**config.mk**
```make
export PLATFORM = sky130hd
export DESIGN_NAME = multi_timer
export DESIGN_NICKNAME = d
export VERILOG_FILES = /design/src/rtl/multi_timer_pkg.sv /design/src/rtl/timer_channel.sv /design/src/rtl/multi_timer.sv
export SDC_FILE = /design/constraint.sdc
export NUM_CORES = 1
export LEC_CHECK = 0
export CELL_PAD_IN_SITES_DETAIL_PLACEMENT = 1
export CELL_PAD_IN_SITES_GLOBAL_PLACEMENT = 1
export CORE_AREA = 2 2 146 148
export DETAILED_ROUTE_END_ITERATION = 8
export DIE_AREA = 0 0 148 150
export GPL_TIMING_DRIVEN = 0
export PLACE_DENSITY = 0.8
export SYNTH_ARGS = -nofsm -noshare
export SYNTH_HDL_FRONTEND = slang
export SYNTH_SLANG_ARGS = --single-unit
```
**constraint.sdc**
```tcl
create_clock -name clk -period 3.4 [get_ports clk]
set_input_delay 1.02 -clock clk [delete_from_list [all_inputs] [get_ports clk]]
set_output_delay 1.02 -clock clk [all_outputs]
set_load 0.005 [all_outputs]
```
**src/rtl/multi_timer_pkg.sv**
```systemverilog
// Shared definitions for the multi-channel timer: register map, CTRL layout,
// mode encodings and the per-channel FSM state type.
package multi_timer_pkg;

  localparam logic [1:0] REG_CTRL   = 2'd0;
  localparam logic [1:0] REG_PRESET = 2'd1;
  localparam logic [1:0] REG_COUNT  = 2'd2;
  localparam logic [1:0] REG_STATUS = 2'd3;

  localparam int CTRL_EN       = 0;
  localparam int CTRL_MODE_LSB = 1;
  localparam int CTRL_IM       = 3;
  localparam int CTRL_PS_LSB   = 8;

  localparam logic [1:0] MODE_ONESHOT = 2'd0;
  localparam logic [1:0] MODE_RELOAD  = 2'd1;

  typedef enum logic [1:0] {
    IDLE = 2'd0,
    CNT  = 2'd1,
    INT  = 2'd2
  } state_t;

endpackage

```
**src/rtl/timer_channel.sv**
```systemverilog
// One timer channel: CTRL/PRESET/COUNT/PENDING registers and the IDLE/CNT/INT FSM.
// Latency: registers update at the write edge; no backpressure (writes always accepted).
// MULTI_TIMER_PRESCALE_EN adds the CTRL[15:8] prescaler.
module timer_channel
  import multi_timer_pkg::*;
#(
  parameter int CNT_W = 32
) (
  input  logic             clk,
  input  logic             reset,
  input  logic             ctrl_we,
  input  logic             preset_we,
  input  logic             status_we,
  input  logic [31:0]      din,
  output logic [31:0]      ctrl,
  output logic [CNT_W-1:0] preset,
  output logic [CNT_W-1:0] count,
  output logic             pending
);

  state_t           state, state_n;
  logic             en;
  logic [1:0]       mode;
  logic             im;
  logic [CNT_W-1:0] count_n;
  logic             pend_set;
  logic             en_clr;
  logic             tick;
  logic [7:0]       ps;
  logic             unused_din;

  assign unused_din = ^din;

`ifdef MULTI_TIMER_PRESCALE_EN
  logic [7:0] pscnt, pscnt_n;

  // Outside CNT the prescaler sits at PS, so every load starts a full PS+1 period.
  always_comb begin
    pscnt_n = pscnt;
    if (state != CNT)
      pscnt_n = ps;
    else if (en)
      pscnt_n = tick ? ps : pscnt - 8'd1;
  end

  always_ff @(posedge clk) begin
    if (!reset) begin
      ps    <= 8'd0;
      pscnt <= 8'd0;
    end else begin
      if (ctrl_we)
        ps <= din[CTRL_PS_LSB +: 8];
      pscnt <= pscnt_n;
    end
  end

  assign tick = (pscnt == 8'd0);
`else
  assign ps   = 8'd0;
  assign tick = 1'b1;
`endif

  always_comb begin
    state_n  = state;
    count_n  = count;
    pend_set = 1'b0;
    en_clr   = 1'b0;
    case (state)
      IDLE: begin
        if (en) begin
          count_n = preset;
          state_n = CNT;
        end
      end
      CNT: begin
        if (!en) begin
          state_n = IDLE;
        end else if (tick) begin
          if (count <= CNT_W'(1)) begin
            count_n  = '0;
            pend_set = 1'b1;
            state_n  = INT;
          end else begin
            count_n = count - CNT_W'(1);
          end
        end
      end
      INT: begin
        if (mode == MODE_RELOAD && en) begin
          count_n = preset;
          state_n = CNT;
        end else begin
          en_clr  = (mode != MODE_RELOAD);
          state_n = IDLE;
        end
      end
      default: state_n = IDLE;
    endcase
  end

  always_ff @(posedge clk) begin
    if (!reset) begin
      state   <= IDLE;
      en      <= 1'b0;
      mode    <= MODE_ONESHOT;
      im      <= 1'b0;
      preset  <= '0;
      count   <= '0;
      pending <= 1'b0;
    end else begin
      state <= state_n;
      count <= count_n;
      // A software CTRL write in the expiry cycle overrides the one-shot auto-clear.
      if (ctrl_we) begin
        en   <= din[CTRL_EN];
        mode <= din[CTRL_MODE_LSB +: 2];
        im   <= din[CTRL_IM];
      end else if (en_clr) begin
        en <= 1'b0;
      end
      if (preset_we)
        preset <= din[CNT_W-1:0];
      pending <= pend_set | (pending & ~(status_we & din[0]));
    end
  end

  always_comb begin
    ctrl                        = '0;
    ctrl[CTRL_EN]               = en;
    ctrl[CTRL_MODE_LSB +: 2]    = mode;
    ctrl[CTRL_IM]               = im;
`ifdef MULTI_TIMER_PRESCALE_EN
    ctrl[CTRL_PS_LSB +: 8]      = ps;
`endif
  end

endmodule

```
**src/rtl/multi_timer.sv**
```systemverilog
// N_CH-channel down-counting timer behind a word-addressed register window.
// Latency: writes take effect at the edge, reads and IRQ are combinational; no backpressure.
// MULTI_TIMER_PRESCALE_EN enables the per-channel CTRL[15:8] prescaler.
module multi_timer
  import multi_timer_pkg::*;
#(
  parameter  int N_CH  = 2,
  parameter  int CNT_W = 32,
  localparam int CH_AW = (N_CH > 1) ? $clog2(N_CH) : 1
) (
  input  logic              clk,
  input  logic              reset,
  input  logic [CH_AW+3:2]  addr,
  input  logic              WE,
  input  logic [31:0]       din,
  output logic [31:0]       dataOut,
  output logic              IRQ,
  output logic [N_CH-1:0]   irq_vec
);

  logic [CH_AW-1:0] ch_sel;
  logic [1:0]       reg_sel;
  logic [31:0]      ctrl_rd   [N_CH];
  logic [CNT_W-1:0] preset_rd [N_CH];
  logic [CNT_W-1:0] count_rd  [N_CH];
  logic [N_CH-1:0]  pending;

  assign ch_sel  = addr[CH_AW+3:4];
  assign reg_sel = addr[3:2];

  // Channels at or beyond N_CH never match, so their writes drop and reads return 0.
  for (genvar i = 0; i < N_CH; i++) begin : g_ch
    logic hit;
    assign hit = WE && (ch_sel == CH_AW'(i));

    timer_channel #(.CNT_W(CNT_W)) u_ch (
      .clk       (clk),
      .reset     (reset),
      .ctrl_we   (hit && (reg_sel == REG_CTRL)),
      .preset_we (hit && (reg_sel == REG_PRESET)),
      .status_we (hit && (reg_sel == REG_STATUS)),
      .din       (din),
      .ctrl      (ctrl_rd[i]),
      .preset    (preset_rd[i]),
      .count     (count_rd[i]),
      .pending   (pending[i])
    );

    assign irq_vec[i] = pending[i] & ctrl_rd[i][CTRL_IM];
  end

  assign IRQ = |irq_vec;

  always_comb begin
    dataOut = '0;
    for (int i = 0; i < N_CH; i++) begin
      if (ch_sel == CH_AW'(i)) begin
        case (reg_sel)
          REG_CTRL:   dataOut = ctrl_rd[i];
          REG_PRESET: dataOut = 32'(preset_rd[i]);
          REG_COUNT:  dataOut = 32'(count_rd[i]);
          default:    dataOut = {31'd0, pending[i]};
        endcase
      end
    end
  end

endmodule
```
# Word-level counts from Yosys, hierarchy flattened
# Cells that the tools add are included.
# totals
ff_bits	142
latch_bits	0
ram_bits	0
romBits	0
in_bits	38
out_inout_bits	35
word_cells	107
memories	0
# op_classes
add_sub_neg	2
mul	0
div	0
order_cmp	2
n_eq_ne	19
n_shift	0
mux	37
bitwise	11
n_reduce_logical	22
# ops
op	n
$pmux W32 S3	4
$mux W32	9
$le A32 B1 Y1 const B	2
$sub A32 B1 Y32 const B	2
$mux W1	16
$ne A2 B1 Y1 const B	8
$mux W2	6
$pmux W2 S3	2
$eq A2 B1 Y1 const B	5
$logic_and A1 B1 Y1	10
$eq A2 B2 Y1 const B	4
$reduce_and A4 Y1	2
$and A1 B1 Y1	6
$logic_not A2 Y1	3
$ne A3 B3 Y1 const B	2
$reduce_bool A3 Y1	2
$reduce_and A2 Y1	2
$reduce_bool A2 Y1	2
$not A1 Y1	3
$or A1 B1 Y1	2
$reduce_or A2 Y1	1

# Longest topological paths before layout
# Gate-level depths: netlist of the first run.
# logic_depth
word_depth	7
depth_mapped	9

# Cells and area by module
# A second synthesis of the first run with hierarchy kept.
# unflattened
hier_cells	1213
hier_area_um2	9575.4
# modules_own_cells
module	instances	cells_each	area_each_um2
timer_channel	2	470	3853.7
multi_timer	1	273	1868.0

# Worst setup path after synthesis of the first run
# No wires, ideal clock.
# synth_path
path_kind	input to output
from	input addr[2] (netlist bit)
to	output dataOut[21]
arrival_time_ns	2.473
required_time_ns	2.380
slack_ns	-0.093
cell_stages	7
path_buffers	4
path_cell_list	clkbuf_1 > nor2b_1 > clkbuf_1 > clkbuf_1 > buf_1 > a22oi_1 > a21oi_1
# synth_via
elab_chain_cells	3
# synth_rtl
element	line	source
start: declaration	multi_timer.sv:13	input logic [CH_AW+3:2] addr,
$eq A2 B2 Y1 (tied with other cells)	multi_timer.sv:58	case (reg_sel)
$pmux W32 S3	multi_timer.sv:58	
$mux W32 *	multi_timer.sv:57	if (ch_sel == CH_AW'(i)) begin
end: declaration	multi_timer.sv:16	output logic [31:0] dataOut,
# Mark *: on every way between the ends. The rest lies on a longest branch, timed or not.

# Final worst setup path of the first run
# layout_path
from	input addr[4] (netlist bit)
to	output dataOut[3]
# layout_via
elab_chain_cells	1
# layout_rtl
element	line
$mux W32	multi_timer.sv:57
# Every way passes these cells.

==> reports/results.tsv, run 1 <==
stage	metric	value	unit
outcome	status	finished, final reports clean	
sta	max frequency	294.3	MHz
die	Chip Width	148	um
global_route	grt ovf	0	
placed_design	Cell Count Post-Placement	1420	
global_route	initial antenna violation count	0	
job	max-cap check violation count	0	
layout	# diodes	0	
placed_design	IO Port Bufs	69	
sta	Final Cycle Share	99.94	%
layout	Layout Nets	1218	
die	initial core utilization	38.47	%
yosys	Synth cell types	67	
detailed_routing	DRT Wirelength	38.79	mm
yosys	mapped cell area	7960	um2
sta	Slew Limit Headroom	37.80	%
power_and_ir_drop	Lkg Pwr	0.003584	uW
critical_path	WS Path Type	primary input to primary output	
yosys	Synth Register Bits	142	
yosys	Synth Flop Type	dfxtp_1	
critical_path	critical path endpoint category	primary output	
die	IO Pins	73	
yosys	number of synthesized flops with an enable pin	0	
die	die area	22200	um2
placed_design	Detail Placement HPWL	26.39	mm
critical_path	reg-to-reg setup timing slack	0.21	ns
layout	Post-Layout Cell Count	1463	
critical_path	crit-path max FO	10	
layout	Area growth syn-to-layout	29.46	%
power_and_ir_drop	Peak VDD IR	0.3140	mV
yosys	largest area contributor in the netlist	dfxtp_1	
clock_network	# hold bufs at CTS	0	
layout	area of the multi-input gates	5254	um2
clock_network	clk sinks	142	
clock_network	CTS max path bufs	2	
sta	Slew Viols, Final	0	
yosys	top post-synthesis cells by area	dfxtp_1, nand2_1, a21oi_1	
die	row count	53	
detailed_routing	vias per cell	6.614	
clock_network	clock-pin slew on the worst setup and hold paths	0.06	ns
detailed_routing	via count	9676	
sta	Slew @ Worst Pin	0.9330	ns
layout	storage element area	2843	um2
die	CORE AREA	20690	um2
yosys	Yosys Warn Count	0	
placed_design	Placed Area	8997	um2
sta	minimum clock period	3.398	ns
detailed_routing	wire per inst	26.51	um
yosys	Avg Inst Size Synth	7.398	um2
global_route	largest net degree at the start of global routing	17	
clock_network	clk root buf	clkbuf_16	
detailed_routing	First-pass DRT Iterations	7	
yosys	count leader, synth	nand2_1	
yosys	register area share after synthesis	35.71	%
yosys	syn_nets	1118	
sta	Hold Vio Cnt, Final	0	
global_route	number of global-route vias before repair	9750	
clock_network	depth of the CTS H-tree	4	
detailed_routing	1st-iter DRT viols	917	
global_route	first-pass GRT wire length	58.61	mm
yosys	synth cell count leaders	nand2_1, a21oi_1, dfxtp_1, clkbuf_1, nor2_1	
power_and_ir_drop	total power	4008	uW
yosys	Post-Syn Instances	1076	
yosys	fraction of registers with async set/reset	0	%
power_and_ir_drop	power per cell area	388.9	nW/um2
sta	final setup vio count	0	
die	Die Y	150	um
clock_network	Clk Latency, worst-skew pair	0.44	ns
sta	Worst Skew	0.007944	ns
clock_network	total CTS buffers	17	
detailed_routing	Antenna Nets Post-Route	0	
yosys	post-synth top area share	35.71	%
layout	fill cell total of the finished layout	2561	
critical_path	WP data arrival	2.38	ns
clock_network	TritonCTS clock tree	yes	
global_route	gr usage total	34.69	%
worst_hold_path	Worst Hold Class	register to register	
layout	layout cells sized above 1	14.98	%
critical_path	worst path required time	2.38	ns
sta	post-route setup TNS	0	ns
detailed_routing	detailed-route DRC error count	0	
placed_design	Final Wtd Congestion	0.9326	
critical_path	Startpoint Class	primary input	
layout	Post-Layout Inst Area	10300	um2
==> worst max-delay path, stage by stage <==
cell and delay (ns):
clkbuf_2 0.23, buf_4 0.29, buf_6 0.24, o21ai_1 0.12
a21oi_1 0.17, dlygate4sd2_1 0.29
==> placed cells by master, fill, tap and decap left out, drive strengths merged, types with 38 or more instances in the layout <==
master and instances:
a21oi 146, clkbuf 106, o21ai 49, nand2 204
nor2 61, nor3 38, buf 41, nand3 41
dfxtp 142
==> cell families (layout without fill, tap and decap cells) <==
kind of cell | count (synthesis) | after routing | synth area share (%)
muxes | 19 | 19 | 2.829
adders and majority gates | 4 | 4 | 0.6288
buffers and inverters | 105 | 217 | 5.344
DFF | 142 | 142 | 35.71
and+or+nand+nor | 447 | 447 | 27.27
AOI/OAI and AO/OA | 358 | 358 | 28.10
xor gates and xnor gates | 1 | 1 | 0.1100
==> what timing repair did <==
| action | CTS | global route |
|---|---|---|
| gates cloned | 4 | 0 |
| pin swaps | 25 | 14 |
| resized for setup | 205 | 44 |
| endpoints found under the setup margin | 32 | 37 |
| buffers inserted | 10 | 0 |
==> path summary, 6_finish.rpt <==
| kind | start | to | depth (start not counted) |
|---|---|---|---|
| max reg2reg | g_ch[0].u_ch.count[5] | g_ch[0].u_ch.state[0] | 6 |
| min reg2reg | g_ch[1].u_ch.preset[23] | g_ch[1].u_ch.preset[23] | 2 |
| min | g_ch[1].u_ch.preset[23] | g_ch[1].u_ch.preset[23] | 2 |
| max | addr[4] | dataOut[3] | 6 |
==> power by group <==
group          switching [uW]  internal (uW)
logic                     355            210
registers                28.8           1680
clock network             772            958
total                    1160           2850
==> stage by stage <==
stage / setup slack (ns) / hold WS (ns) / utilization (%)
after floorplan: 0.001421 / 0.4444 / -
after global placement: -1.485 / 0.4607 / 43.49
after detailed placement: -1.567 / 0.4710 / 43.49
after CTS: 0.003649 / 0.4826 / 49.63
after global routing: -0.003210 / 0.5123 / 49.81
final: 0.002145 / 0.4829 / 49.81
==> registers in the layout, summed over array words and instances, names as in the netlist <==
name / cells
g_ch.u_ch.state: 4
g_ch.u_ch.im: 2
g_ch.u_ch.count: 64
g_ch.u_ch.mode: 4
g_ch.u_ch.en: 2
g_ch.u_ch.pending: 2
g_ch.u_ch.preset: 64
==> routing by layer <==
metal  track usage [%]  vias to the layer above  routed length, um
li1                  -                     4178                  -
met1             42.63                     4748              15320
met2             57.48                      577              18240
met3             6.311                      173               2999
met4             19.29                        0               2227
met5                 0                        -                  0
==> cell type report <==
cell class,instances,share of cell area (%)
Tap cell,275,3.339
Inverter,11,0.4007
Sequential cell,142,27.59
Multi-Input combinational cell,829,50.98
Clock buffer,23,4.541
Clock inverter,8,0.4128
Buffer,93,5.658
Timing Repair Buffer,82,7.079
Note: power is estimated with default switching activity, not from simulation.
==> run 2: changes to the inputs <==
--- a/config.mk
+++ b/config.mk
@@ -5,6 +5,7 @@
 export SDC_FILE = /design/constraint.sdc
 export NUM_CORES = 1
 export LEC_CHECK = 0
+export CAP_MARGIN = 20
 export CELL_PAD_IN_SITES_DETAIL_PLACEMENT = 1
 export CELL_PAD_IN_SITES_GLOBAL_PLACEMENT = 1
 export CORE_AREA = 2 2 146 148
==> results of run 2 <==
No change in the layout: final DEF, timing and power equal those of run 1.
==> run 3: changes to the inputs <==
--- a/config.mk
+++ b/config.mk
@@ -13,6 +13,7 @@
 export DIE_AREA = 0 0 148 150
 export GPL_TIMING_DRIVEN = 0
 export PLACE_DENSITY = 0.8
+export SLEW_MARGIN = 0
 export SYNTH_ARGS = -nofsm -noshare
 export SYNTH_HDL_FRONTEND = slang
 export SYNTH_SLANG_ARGS = --single-unit
==> results of run 3 <==
No change in the layout: final DEF, timing and power equal those of run 1.
